File: config.mk
export PLATFORM = sky130hd
export DESIGN_NAME = alu_sequencer_flat
export DESIGN_NICKNAME = d
export VERILOG_FILES = /design/src/rtl/alu_sequencer_if.sv /design/src/rtl/alu_sequencer.sv /design/src/flat_wrapper.sv
export SDC_FILE = /design/constraint.sdc
export NUM_CORES = 1
export LEC_CHECK = 0
export ABC_CLOCK_PERIOD_IN_PS = 2000
export CORE_ASPECT_RATIO = 1.2
export CORE_MARGIN = 2
export CORE_UTILIZATION = 32
export CTS_BUF_LIST = sky130_fd_sc_hd__clkbuf_8
export CTS_CLUSTER_SIZE = 16
export DETAILED_ROUTE_END_ITERATION = 6
export HOLD_SLACK_MARGIN = 0.15
export PLACE_DENSITY_LB_ADDON = 0.25
export SLEW_MARGIN = 20
export SYNTH_ARGS = -nofsm -noshare
export SYNTH_HDL_FRONTEND = slang
export SYNTH_SLANG_ARGS = --single-unit
File: constraint.sdc
create_clock -name clk -period 2 [get_ports clk]
set_clock_uncertainty 0.1 [all_clocks]
set_input_delay 0.6 -clock clk [delete_from_list [all_inputs] [get_ports clk]]
set_output_delay 0.6 -clock clk [all_outputs]
set_load 0.05 [all_outputs]
File: src/rtl/alu_sequencer_if.sv
// Instruction handshake and ALU datapath control bundle for alu_sequencer.
// Valid/ready: an instruction transfers on a rising edge where instr_valid and instr_ready are both high.
interface alu_sequencer_if;
    logic        instr_valid;
    logic        instr_ready;
    logic [1:0]  instr_op;
    logic        instr_chain;
    logic [15:0] instr_a;
    logic [15:0] instr_b;
    logic [15:0] alu_result;
    logic [15:0] a_data;
    logic [15:0] b_data;
    logic        a_enable;
    logic        acc_enable;
    logic        addsub;
    logic        xor_ctrl;
    logic        done;
    logic        err;
    logic [7:0]  op_count;

    modport slave (
        input  instr_valid, instr_op, instr_chain, instr_a, instr_b, alu_result,
        output instr_ready, a_data, b_data, a_enable, acc_enable, addsub,
        xor_ctrl, done, err, op_count
    );

    modport master (
        output instr_valid, instr_op, instr_chain, instr_a, instr_b, alu_result,
        input  instr_ready, a_data, b_data, a_enable, acc_enable, addsub,
        xor_ctrl, done, err, op_count
    );
endinterface

File: src/rtl/alu_sequencer.sv
// Four-state sequencer that steps an external ALU through load-A, execute and
// completion for ADD/SUB/XOR instructions, counting completed legal operations.
module alu_sequencer (
    input  logic            clk,
    input  logic            rst,
    alu_sequencer_if.slave  bus,
    output logic [1:0]      fsm_state
);
    localparam logic [1:0] OP_ADD = 2'b00;
    localparam logic [1:0] OP_SUB = 2'b01;
    localparam logic [1:0] OP_XOR = 2'b10;
    localparam logic [1:0] OP_ILL = 2'b11;

    typedef enum logic [1:0] {
        IDLE   = 2'd0,
        LOAD_A = 2'd1,
        EXEC   = 2'd2,
        DONE   = 2'd3
    } state_t;

    state_t      state, state_nxt;
    logic [1:0]  op_q;
    logic        chain_q;
    logic [15:0] a_q, b_q;
    logic [15:0] a_hold, b_hold;
    logic [7:0]  count_q;
    logic        illegal;
    logic        accept;
    logic [15:0] a_sel;

    logic        ready;
    logic [15:0] a_data, b_data;
    logic        a_enable, acc_enable, addsub, xor_ctrl, done, err;

    assign illegal = (op_q == OP_ILL);
    assign accept  = bus.instr_valid && ready;
    // Chained operand comes straight from the accumulator while in LOAD_A.
    assign a_sel   = chain_q ? bus.alu_result : a_q;

    always_ff @(posedge clk) begin
        if (rst) begin
            state   <= IDLE;
            op_q    <= '0;
            chain_q <= 1'b0;
            a_q     <= '0;
            b_q     <= '0;
            a_hold  <= '0;
            b_hold  <= '0;
            count_q <= '0;
        end else begin
            state <= state_nxt;
            if (accept) begin
                op_q    <= bus.instr_op;
                chain_q <= bus.instr_chain;
                a_q     <= bus.instr_a;
                b_q     <= bus.instr_b;
            end
            if (state == LOAD_A) a_hold <= a_sel;
            if (state == EXEC)   b_hold <= b_q;
            if (state == DONE && !illegal) count_q <= count_q + 8'd1;
        end
    end

    // Every strobe is gated by rst so nothing fires while reset is held.
    always_comb begin
        state_nxt  = state;
        ready      = 1'b0;
        a_data     = a_hold;
        b_data     = b_hold;
        a_enable   = 1'b0;
        acc_enable = 1'b0;
        addsub     = 1'b0;
        xor_ctrl   = 1'b0;
        done       = 1'b0;
        err        = 1'b0;
        case (state)
            IDLE: begin
                ready = !rst;
                if (accept) state_nxt = LOAD_A;
            end
            LOAD_A: begin
                a_enable  = !rst;
                a_data    = a_sel;
                state_nxt = EXEC;
            end
            EXEC: begin
                b_data     = b_q;
                acc_enable = !rst && !illegal;
                addsub     = !rst && (op_q == OP_SUB);
                xor_ctrl   = !rst && (op_q == OP_XOR);
                state_nxt  = DONE;
            end
            DONE: begin
                done      = !rst;
                err       = !rst && illegal;
                state_nxt = IDLE;
            end
            default: state_nxt = IDLE;
        endcase
    end

    assign bus.instr_ready = ready;
    assign bus.a_data      = a_data;
    assign bus.b_data      = b_data;
    assign bus.a_enable    = a_enable;
    assign bus.acc_enable  = acc_enable;
    assign bus.addsub      = addsub;
    assign bus.xor_ctrl    = xor_ctrl;
    assign bus.done        = done;
    assign bus.err         = err;
    assign bus.op_count    = count_q;
    assign fsm_state       = state;

    logic unused_ok;
    assign unused_ok = (OP_ADD == 2'b00);
endmodule

File: src/flat_wrapper.sv
// flat-port wrapper written by rule: the top's interface ports become plain ports
module alu_sequencer_flat 
  (clk, rst, fsm_state, bus_instr_valid, bus_instr_op, bus_instr_chain, bus_instr_a, bus_instr_b, bus_alu_result, bus_instr_ready, bus_a_data, bus_b_data, bus_a_enable, bus_acc_enable, bus_addsub, bus_xor_ctrl, bus_done, bus_err, bus_op_count);
  alu_sequencer_if bus_i ();
  input  logic clk;
  input  logic rst;
  output logic [1:0] fsm_state;
  input wire logic [$bits(bus_i.instr_valid)-1:0] bus_instr_valid;
  input wire logic [$bits(bus_i.instr_op)-1:0] bus_instr_op;
  input wire logic [$bits(bus_i.instr_chain)-1:0] bus_instr_chain;
  input wire logic [$bits(bus_i.instr_a)-1:0] bus_instr_a;
  input wire logic [$bits(bus_i.instr_b)-1:0] bus_instr_b;
  input wire logic [$bits(bus_i.alu_result)-1:0] bus_alu_result;
  output wire logic [$bits(bus_i.instr_ready)-1:0] bus_instr_ready;
  output wire logic [$bits(bus_i.a_data)-1:0] bus_a_data;
  output wire logic [$bits(bus_i.b_data)-1:0] bus_b_data;
  output wire logic [$bits(bus_i.a_enable)-1:0] bus_a_enable;
  output wire logic [$bits(bus_i.acc_enable)-1:0] bus_acc_enable;
  output wire logic [$bits(bus_i.addsub)-1:0] bus_addsub;
  output wire logic [$bits(bus_i.xor_ctrl)-1:0] bus_xor_ctrl;
  output wire logic [$bits(bus_i.done)-1:0] bus_done;
  output wire logic [$bits(bus_i.err)-1:0] bus_err;
  output wire logic [$bits(bus_i.op_count)-1:0] bus_op_count;
  assign bus_i.instr_valid = bus_instr_valid;
  assign bus_i.instr_op = bus_instr_op;
  assign bus_i.instr_chain = bus_instr_chain;
  assign bus_i.instr_a = bus_instr_a;
  assign bus_i.instr_b = bus_instr_b;
  assign bus_i.alu_result = bus_alu_result;
  assign bus_instr_ready = bus_i.instr_ready;
  assign bus_a_data = bus_i.a_data;
  assign bus_b_data = bus_i.b_data;
  assign bus_a_enable = bus_i.a_enable;
  assign bus_acc_enable = bus_i.acc_enable;
  assign bus_addsub = bus_i.addsub;
  assign bus_xor_ctrl = bus_i.xor_ctrl;
  assign bus_done = bus_i.done;
  assign bus_err = bus_i.err;
  assign bus_op_count = bus_i.op_count;
  alu_sequencer u_core (.clk(clk), .rst(rst), .bus(bus_i), .fsm_state(fsm_state));
endmodule
# Yosys cells after proc, flatten, opt, wreduce, memory -nomap -nowiden
# Index checks and enable logic that the tools add are counted.
# classes
n_eq_ne,7
reduce_logical,9
mux,12
addsub,1
# op_table
operator,n
$mux 16,3
$add 8x1->8 const B,1
$eq 2x2->1 const B,4
$pmux 2 s4,1
$mux 1,7
$logic_and 1x1->1,6
$eq 2x1->1 const B,2
$logic_not 1->1,2
$logic_not 2->1,1
$mux 2,1
$ne 2x1->1 const B,1
# totals
in_bits,54
ff_bits,77
out_inout_bits,49

# Longest topological paths before layout
# Gate-level depths: netlist of run 1.
# depth
word_depth,5
mapped_depth,7
mapped_depth_nobuf,5

# Worst setup path before layout of run 1
# OpenSTA, ideal clock, no wires.
# synth_path
kind,register to output
from,reg u_core.state[1] (netlist: u_core.fsm_state[1])
to,out bus_addsub
path_slack_ps,-1288
n_path_buf,2
arrival_time_ps,2588
path_stages_with_launch,6
cell_sequence,dfxtp_1 ha_1 buf_2 buf_2 nand2b_1 nor3b_1
# synth_via
elab_chain_cells,2
# synth_lines
item,line,rtl
start: declaration,alu_sequencer.sv:21,"state_t state, state_nxt;"
start signal: assignment,alu_sequencer.sv:51,state <= state_nxt;
$eq 2x2->1,alu_sequencer.sv:76,case (state)
$mux 1,alu_sequencer.sv:76,
end: declaration,flat_wrapper.sv:19,output wire logic [$bits(bus_i.addsub)-1:0] bus_addsub;
# No other way between the ends.

# Worst setup path after layout of run 1
# layout_path
from,reg u_core.state[0] (netlist: u_core.fsm_state[0])
to,out bus_b_data[5]
# layout_via
elab_chain_cells,2
# layout_lines
item,line,rtl
$eq 2x2->1,alu_sequencer.sv:76,
$mux 16,alu_sequencer.sv:76,
end: declaration,flat_wrapper.sv:16,output wire logic [$bits(bus_i.b_data)-1:0] bus_b_data;
# No other way between the ends.

==> flow_metrics.tcl, run 1 <==
set metrics [dict create \
    die-area_um2 10900 \
    gr-usage-met1_pct 17.5 \
    global_route_total_overflow 0 \
    timing_worst_setup_path_type "flip-flop to primary output" \
    floorplan_die_height_um 114 \
    synth_area_per_cell_um2 8.99 \
    final_area_um2 5470 \
    synth-adder-area-share_pct 2.32 \
    synth_xor_area_share_pct 0.271 \
    residual_antenna_violating_net_count_after_detailed_routing 0 \
    placement.cell_area_um2 4980 \
    timing.final.ws_setup_ns -0.302 \
    sequential_share_of_the_synthesized_area_pct 47.6 \
    met2_usage_pct 25.3 \
    max_slew_margin_pct 60.2 \
    reg2reg_from "u_core.fsm_state[0]" \
    cts_root_buffer "sky130_fd_sc_hd__clkbuf_8" \
    routed_vias 2803 \
    clock_tree_buffer_depth 2 \
    vias_per_cell 4.66 \
    via_count_of_the_first_global_routing_pass 2777 \
    final-setup-viol-count 39 \
    share_clk_of_total_power_pct 13.8 \
    synth_compound_gate_area_share_pct 10.8 \
    synth_simple_gate_area_share_pct 23.7 \
    crit_required_ns 1.30 \
    power.leakage_nw 2.03 \
    cts_tree "yes" \
    critical_path.startpoint "u_core.fsm_state[0]" \
    violations_in_the_final_reports "negative setup slack" \
    gr-usage-met3_pct 3.23 \
    core-area_um2 9910 \
    finalHoldViolations 0 \
    cts.sink_count 77 \
    holdCritPathClass "flip-flop to flip-flop" \
    clk_pin_slew_worst_paths_ns 0.09 \
    fin_tns_setup_ns -9.66 \
    filler_cells 896 \
    floorplan.io_pins 103 \
    cts_buffers 9 \
    synth_cell_types 29 \
    finalWirelength_mm 7.92 \
    design_power_total_w 0.00793 \
    grt_antenna_before_repair 0 \
    power.internal_w 0.00462 \
    drv_slew 0 \
    ys.warnings.count 0 \
    clock_insertion_delay_worst_skew_ns 0.36 \
    max_cap_viols 0 \
    main_combinational_cell_family_by_area_after_synthesis "simple AND/OR/NAND/NOR gates" \
    floorplan.initialDensity_pct 32.7 \
    die_x_um 95.8 \
    final-instance-count-excl-fill 602 \
    fmax_mhz 434 \
    num_rows 40 \
    area_delta_synth_final_pct 68.9 \
    synthesis.instances 360 \
    power_frac_seq_pct 25.8 \
    cells_after_dpl 577 \
    mostFrequentLayoutCell "sky130_fd_sc_hd__dfxtp_1" \
    drcViolationCount 0 \
    io_buf_count 102 \
    status "finished with violations" \
    rsz0062_at_grt "yes" \
    worst_ir_drop_vdd_mv 0.695 \
    sw_frac_of_total_pct 41.7 \
    route.detailed.wl_per_inst_um 13.2 \
    synthesis.nets 420 \
    post-route-min-period_ns 2.30 \
    muxShareOfSynthArea_pct 11.2 \
    synth_area_um2 3240 \
    place_worst_setup_slack_ns -0.265 \
    synth-seq-cells 77 \
    antenna_cells_inserted 0 \
    design.final.nets 531 \
    ctsHtreeMaxLevel 3 \
    layout_cells_sized_above_1_pct 33.0 \
    final.period_utilization_pct 115 \
    arrival_worst_endpoint_ns 1.60 \
    first_iter_violations 63 \
    final_cell_mix "sky130_fd_sc_hd__dfxtp_1 (75), sky130_fd_sc_hd__clkdlybuf4s50_1 (52), sky130_fd_sc_hd__nand2_1 (39)" \
    grt_first_pass_wirelength_mm 12.8 \
    gp_congestion 0.732 \
    grt_max_degree 65 \
    drtPass1Iterations 4 \
    start_kind "flip-flop" \
    critical_path.max_fanout 9 \
    p_comb_share_pct 60.5 \
    worstHoldStart "u_core.a_q[11]" \
    grt_busiest_layer "met2" \
    post-dp-hpwl_mm 5.35 \
    worst_setup_slack_for_register_to_register_paths_ns 0.10 \
    cellPowerDensity_nw_per_um2 1450 \
    worst_setup_path_end_kind "primary output" \
    timing_worst_slew_pin_value_ns 0.597 \
    groute.usage.overall_pct 15.0 \
    switching_power_w 0.00331 \
    cts-hold-fix-buffers 0 \
]
-- Yosys cell counts, drive strengths merged --
cell type	count	share of area, %
a211oi	1	0.23
a21bo	1	0.31
a21boi	1	0.23
a21oi	23	3.6
and3	1	0.23
and3b	1	0.27
buf	6	1.2
clkbuf	20	2.3
dfxtp	77	48
ha	6	2.3
inv	5	0.58
mux2	17	5.9
mux2i	17	5.3
nand2	39	4.5
nand2b	36	7.0
nand3	2	0.31
nand4	1	0.19
nor2	21	2.4
nor2b	36	7.0
nor3b	2	0.46
nor4	1	0.19
o21ai	36	5.6
o31ai	4	0.93
or2b	1	0.23
or4	4	0.93
xnor2	1	0.27
-- power groups by stage --
stage | combinational (W) | sequential (W) | clock (W)
after floorplan | 0.00265 | 0.00208 | 0
after global placement | 0.00438 | 0.00202 | 0
after detailed placement | 0.00442 | 0.00204 | 0
after CTS | 0.00475 | 0.00204 | 0.00114
after global routing | 0.00506 | 0.00208 | 0.00120
final | 0.00479 | 0.00204 | 0.00109
-- final cells by class --
type | count | area, um^2 | share of cell area [%]
clock buffers | 9 | 124 | 2.27
multi-input cells | 252 | 1970 | 36.0
inverters | 5 | 23.8 | 0.435
clock inverters | 7 | 55.1 | 1.01
repair buffers | 126 | 1590 | 29.0
flip-flops and latches | 77 | 1550 | 28.3
well taps | 126 | 158 | 2.88
-- critical path, cell delays in order (launching register included) --
cell                      delay, ns
sky130_fd_sc_hd__dfxtp_4       0.37
sky130_fd_sc_hd__inv_4         0.06
sky130_fd_sc_hd__ha_4          0.17
sky130_fd_sc_hd__buf_12        0.14
sky130_fd_sc_hd__mux2_2        0.35
sky130_fd_sc_hd__buf_6         0.16
-- path summary, 6_finish.rpt --
check	to	cells after the start
worst max-delay path	bus_b_data[5]	5
worst min-delay path	u_core.a_q[11]	2
worst max register to register	u_core.bus.op_count[7]	6
worst min register to register	u_core.a_q[11]	2
-- timing repair --
item | in CTS | in global routing
gates resized for setup | 50 | 9
cloned | 1 | 0
pin swaps | 8 | 1
buffers inserted | 4 | 6
endpoints found under the setup margin | 39 | 40
-- metrics by stage --
stage	hold WS (ns)	utilization [%]
2_1_floorplan	0.345	-
3_5_place_dp	0.365	50.3
5_1_grt	0.397	55.2
6_report	0.377	55.2
3_3_place_gp	0.357	50.3
4_1_cts	0.382	54.5
-- flip-flops by register name, indices dropped and copies added (netlist names) --
signal	count
u_core.a_hold	16
u_core.a_q	16
u_core.b_hold	16
u_core.b_q	16
u_core.bus.op_count	8
u_core.chain_q	1
u_core.fsm_state	2
u_core.op_q	2
-- logic make-up (layout without fill, tap and decap cells) --
kind of cell / count (synthesis) / after routing
xor+xnor: 1 / 1
simple gates: 145 / 145
mux: 34 / 34
fa+ha+maj: 6 / 6
buf+inv: 31 / 147
flops: 77 / 77
compound gates: 66 / 66
-- routing by layer --
layer	share of wire (%)	routed length [um]
met5	0	0
met4	1.7	138
met3	5.1	401
met2	50	3980
met1	43	3400
Power figures use the tool's default switching activity.
==> inputs of run 2 (changes only) <==
- ABC_CLOCK_PERIOD_IN_PS: 2000 -> 1900
- clock period: 2 -> 1.9 ns (I/O delays scaled with it)
==> flow_metrics.tcl, run 2 (synthesis results as in run 1) <==
set metrics [dict create \
    status "finished with violations" \
    violations_in_the_final_reports "negative setup slack" \
    filler_cells 871 \
    timing.final.ws_setup_ns -0.356 \
    design.final.nets 533 \
    drtPass1Iterations 4 \
    gp_congestion 0.752 \
    final_area_um2 5650 \
    power.leakage_nw 2.09 \
    drcViolationCount 0 \
    mostFrequentLayoutCell "sky130_fd_sc_hd__dfxtp_1" \
    die_x_um 95.8 \
    final_cell_mix "sky130_fd_sc_hd__dfxtp_1 (75), sky130_fd_sc_hd__clkdlybuf4s50_1 (52), sky130_fd_sc_hd__nand2_1 (39), sky130_fd_sc_hd__buf_12 (39), sky130_fd_sc_hd__o21ai_0 (36)" \
    cts_root_buffer "sky130_fd_sc_hd__clkbuf_8" \
    floorplan_die_height_um 114 \
    floorplan.io_pins 103 \
    first_iter_violations 74 \
    place_worst_setup_slack_ns -0.275 \
    placement.cell_area_um2 5110 \
    global_route_total_overflow 0 \
    residual_antenna_violating_net_count_after_detailed_routing 0 \
    gr-usage-met3_pct 5.73 \
    num_rows 40 \
    p_comb_share_pct 59.4 \
    worst_ir_drop_vdd_mv 1.11 \
    crit_required_ns 1.23 \
    groute.usage.overall_pct 15.7 \
    sw_frac_of_total_pct 40.2 \
    vias_per_cell 4.60 \
    ctsHtreeMaxLevel 3 \
    via_count_of_the_first_global_routing_pass 2808 \
    cts_buffers 9 \
    power.internal_w 0.00520 \
    gr-usage-met1_pct 18.6 \
    minimum_hold_slack_ns 0.374 \
    share_clk_of_total_power_pct 15.7 \
    power_frac_seq_pct 24.9 \
    drv_slew 0 \
    antenna_cells_inserted 0 \
    grt_max_degree 41 \
    clk_pin_slew_worst_paths_ns 0.08 \
    grt_antenna_before_repair 0 \
    die-area_um2 10900 \
    arrival_worst_endpoint_ns 1.59 \
    grt_busiest_layer "met2" \
    rsz0062_at_grt "yes" \
    floorplan.initialDensity_pct 32.7 \
    post-dp-hpwl_mm 5.53 \
    clock_tree_buffer_depth 2 \
    critical_path.max_fanout 10 \
    final.period_utilization_pct 119 \
    finalWirelength_mm 8.06 \
    route.detailed.wl_per_inst_um 13.3 \
    switching_power_w 0.00350 \
    io_buf_count 102 \
    area_delta_synth_final_pct 74.7 \
    routed_vias 2779 \
    timing_worst_setup_path_type "flip-flop to primary output" \
    cells_after_dpl 580 \
    holdCritPathClass "flip-flop to flip-flop" \
    cellPowerDensity_nw_per_um2 1540 \
    final-instance-count-excl-fill 604 \
    cts_tree "yes" \
    final-setup-viol-count 39 \
    max_slew_margin_pct 66.1 \
    post-route-min-period_ns 2.26 \
    fmax_mhz 443 \
    worst_setup_path_end_kind "primary output" \
    fin_util_pct 57.0 \
    cts-hold-fix-buffers 0 \
    clock_insertion_delay_worst_skew_ns 0.34 \
    grt_first_pass_wirelength_mm 13.4 \
    finalHoldViolations 0 \
    max_cap_viols 0 \
    core-area_um2 9910 \
    layout_cells_sized_above_1_pct 33.7 \
    cts.sink_count 77 \
    met2_usage_pct 26.4 \
    timing_worst_slew_pin_value_ns 0.504 \
    start_kind "flip-flop" \
]
run 2: area by class of cell:
cell class              count  area [um^2]  area share, %
well taps                 126          158           2.79
repair buffers            128         1690           30.0
flip-flops and latches     77         1550           27.4
multi-input cells         252         2010           35.5
inverters                   5         23.8          0.421
clock buffers               9          124           2.19
clock inverters             7         98.8           1.75
run 2: through the flow:
step / power, W / TNS, ns
2_1_floorplan: 0.00498 / -3.33
3_3_place_gp: 0.00675 / -4.31
4_1_cts: 0.00865 / -13.24
5_1_grt: 0.00916 / -15.15
6_report: 0.00870 / -11.93
3_5_place_dp: 0.00681 / -4.44
run 2: what timing repair did:
action / 4_1_cts / 5_1_grt
endpoints found under the hold margin: 0 / 0
buffers inserted: 4 / 4
setup endpoints to repair: 39 / 40
pin swaps: 10 / 4
resized for setup: 53 / 8
gates cloned: 1 / 1
run 2: power by group through the flow:
stage / combinational (W) / sequential, W / clock [W]
after floorplan: 0.00279 / 0.00219 / 0
after global placement: 0.00462 / 0.00213 / 0
after detailed placement: 0.00466 / 0.00215 / 0
after CTS: 0.00506 / 0.00216 / 0.00142
after global routing: 0.00546 / 0.00221 / 0.00150
final: 0.00516 / 0.00217 / 0.00137
run 2: path summary, 6_finish.rpt:
kind | start | to | slack, ns | cells after the start
setup / recovery | u_core.fsm_state[0] | bus_b_data[2] | -0.36 | 5
hold / removal | u_core.a_q[3] | u_core.a_q[3] | 0.37 | 2
setup reg to reg | u_core.fsm_state[0] | u_core.bus.op_count[3] | 0.11 | 5
hold reg to reg | u_core.a_q[3] | u_core.a_q[3] | 0.37 | 2
run 2: worst max-delay path, stage by stage, from the launching register on:
cell and delay (ns):
sky130_fd_sc_hd__dfxtp_4 0.37, sky130_fd_sc_hd__inv_4 0.06, sky130_fd_sc_hd__ha_4 0.15, sky130_fd_sc_hd__buf_12 0.15, sky130_fd_sc_hd__mux2_2 0.36, sky130_fd_sc_hd__buf_6 0.16
run 2: metal layers:
| layer | routed length (um) | part of all wire, % |
|---|---|---|
| met1 | 3460 | 43 |
| met2 | 4030 | 50 |
| met3 | 462 | 5.7 |
| met4 | 104 | 1.3 |
| met5 | 0 | 0 |
==> RTL change: new RTL, settings of run 2 <==
Reset style: asynchronous (`rst`), changed in one clocked block.
--- a/src/rtl/alu_sequencer.sv
+++ b/src/rtl/alu_sequencer.sv
@@ -37,7 +37,7 @@
     // Chained operand comes straight from the accumulator while in LOAD_A.
     assign a_sel   = chain_q ? bus.alu_result : a_q;
 
-    always_ff @(posedge clk) begin
+    always_ff @(posedge clk or posedge rst) begin
         if (rst) begin
             state   <= IDLE;
             op_q    <= '0;
Check against the original RTL: differs if rst is asserted again (counterexample within 4 cycles, from zero or initial values and one cycle with rst high); with rst held inactive, the same outputs for 10 cycles.
==> RTL change against run 2 <==
The flow still finishes with violations (negative setup slack); sequential cell count is the same; wire length shrank 0.38%; worst setup slack worse by 0.13 ns; sequential share of layout area rose by 5.3 points; critical path depth increased by 1; cell area increased by 4.3%; via count decreased by 16%; area after synthesis up 5.7%; final cell count decreased by 15%; critical path type unchanged; largest cell class is now registers.
Power is left out: the tool's default activity adds up to more than one toggle a clock period on the data nets, which glitch-free logic cannot reach.
==> RTL change: results (changes against run 2) <==
stage	metric	value	unit	change
route	DR iter-0 viols	57		was 74
global_route	initial antenna violation count	0		unchanged
global_route	global-route wire length before repair	12.7	mm	was 13.4 mm
placement	Port Buffers	102		unchanged
placement	routability cong.	0.723		was 0.752
sta	setup violators final	39		unchanged
logic_synthesis	fraction of registers with async set/reset	100	%	was 0%
logic_synthesis	leading post-synthesis cells by cell area	dfrtp_1, mux2_4, mux2_2		was dfxtp_1, nand2b_1, nor2b_1
logic_synthesis	Yosys warnings	0		unchanged
route	Pre-antenna DRT Iters	3		was 4
global_route	GRT Total Usage	14.1	%	was 15.7%
route	DR WL/cell	15.6	µm	was 13.3 µm
global_route	number of global-route vias before repair	2527		was 2808
global_route	largest net degree at the start of global routing	78		was 41
sta	worst setup margin	-0.485	ns	was -0.356 ns
worst_setup_path	crit path DAT	1.72	ns	was 1.59 ns
logic_synthesis	commonest cells in the synthesized netlist	dfrtp_1, mux2_4, mux2_2		was dfxtp_1, nand2_1, nand2b_1, nor2b_1, o21ai_0
finish	# diodes	0		unchanged
route	via density per instance	4.54		was 4.60
sta	Worst Tran Pin Value	1.00	ns	was 0.504 ns
finish	fin nets	442		was 533
logic_synthesis	register area share after synthesis	56.3	%	was 47.6%
logic_synthesis	synthesized net count	293		was 420
finish	layout cells sized above 1	55.1	%	was 33.7%
outcome	status	finished, violations left		unchanged
logic_synthesis	Yosys cell types	24		was 29
outcome	violated checks	negative setup slack		unchanged
-- RTL change: layer usage --
metal  routed length [µm]  track usage [%]  up-vias  part of all wire, %
met5                    0                0        -                    0
met4                  135             5.21        0                  1.7
met3                  346             3.68        7                  4.3
met2                 4070             23.8       56                   51
met1                 3470             17.7     1168                   43
li1                     -                -     1100                    -
-- RTL change: kinds of logic after synthesis --
family | after synthesis | synth area share [%]
AO/OA/AOI/OAI | 21 | 4.28
XOR/XNOR | 7 | 1.79
adder cells (fa/ha/maj) | 6 | 2.19
buffers and inverters | 17 | 4.24
flip-flops | 77 | 56.3
multiplexers | 70 | 25.8
AND/OR/NAND/NOR | 35 | 5.34
-- RTL change: critical path: stages, from the launching register on --
cell and delay, ns:
dfrtp_1 0.41, buf_6 0.14, ha_4 0.21, buf_16 0.16, buf_12 0.13, a21oi_4 0.15
buf_12 0.15
-- RTL change: stage by stage --
stage,TNS [ns],instances,hold WS [ns],cell area (µm²),setup WS (ns)
floorplan,-31.90,233,0.376,3580,-0.928
global placement,-39.74,479,0.381,5150,-0.527
detailed placement,-43.51,479,0.387,5150,-0.546
CTS,-18.19,506,0.411,5740,-0.502
global route,-20.31,514,0.416,5890,-0.573
finish,-17.03,514,0.406,5890,-0.485
-- RTL change: path summary, 6_finish.rpt --
| kind | from | end | slack [ns] | depth (start not counted) |
|---|---|---|---|---|
| min | u_core.b_hold[8] | u_core.b_hold[8] | 0.41 | 1 |
| min reg2reg | u_core.b_hold[8] | u_core.b_hold[8] | 0.41 | 1 |
| max reg2reg | u_core.fsm_state[0] | u_core.b_q[5] | 0.10 | 7 |
| min in group asynchronous | rst | u_core.bus.op_count[7] | 0.71 | 3 |
| max in group asynchronous | rst | u_core.bus.op_count[2] | 0.29 | 3 |
| max | u_core.fsm_state[0] | bus_a_data[12] | -0.49 | 6 |
-- RTL change: layout make-up --
class | instances | area (µm²)
tap | 129 | 161
clock buffer | 10 | 138
clock inverter | 4 | 42.5
multi-input combinational | 139 | 1690
sequential | 77 | 1930
fill | 856 | 4570
timing repair buffer | 152 | 1920
inverter | 3 | 15.0
-- RTL change: repair_timing --
action,CTS,global route
hold buffers,0,0
pin swaps,5,6
buffers inserted,10,7
gates resized for setup,61,20
cloned,3,1
setup endpoints to repair,39,39
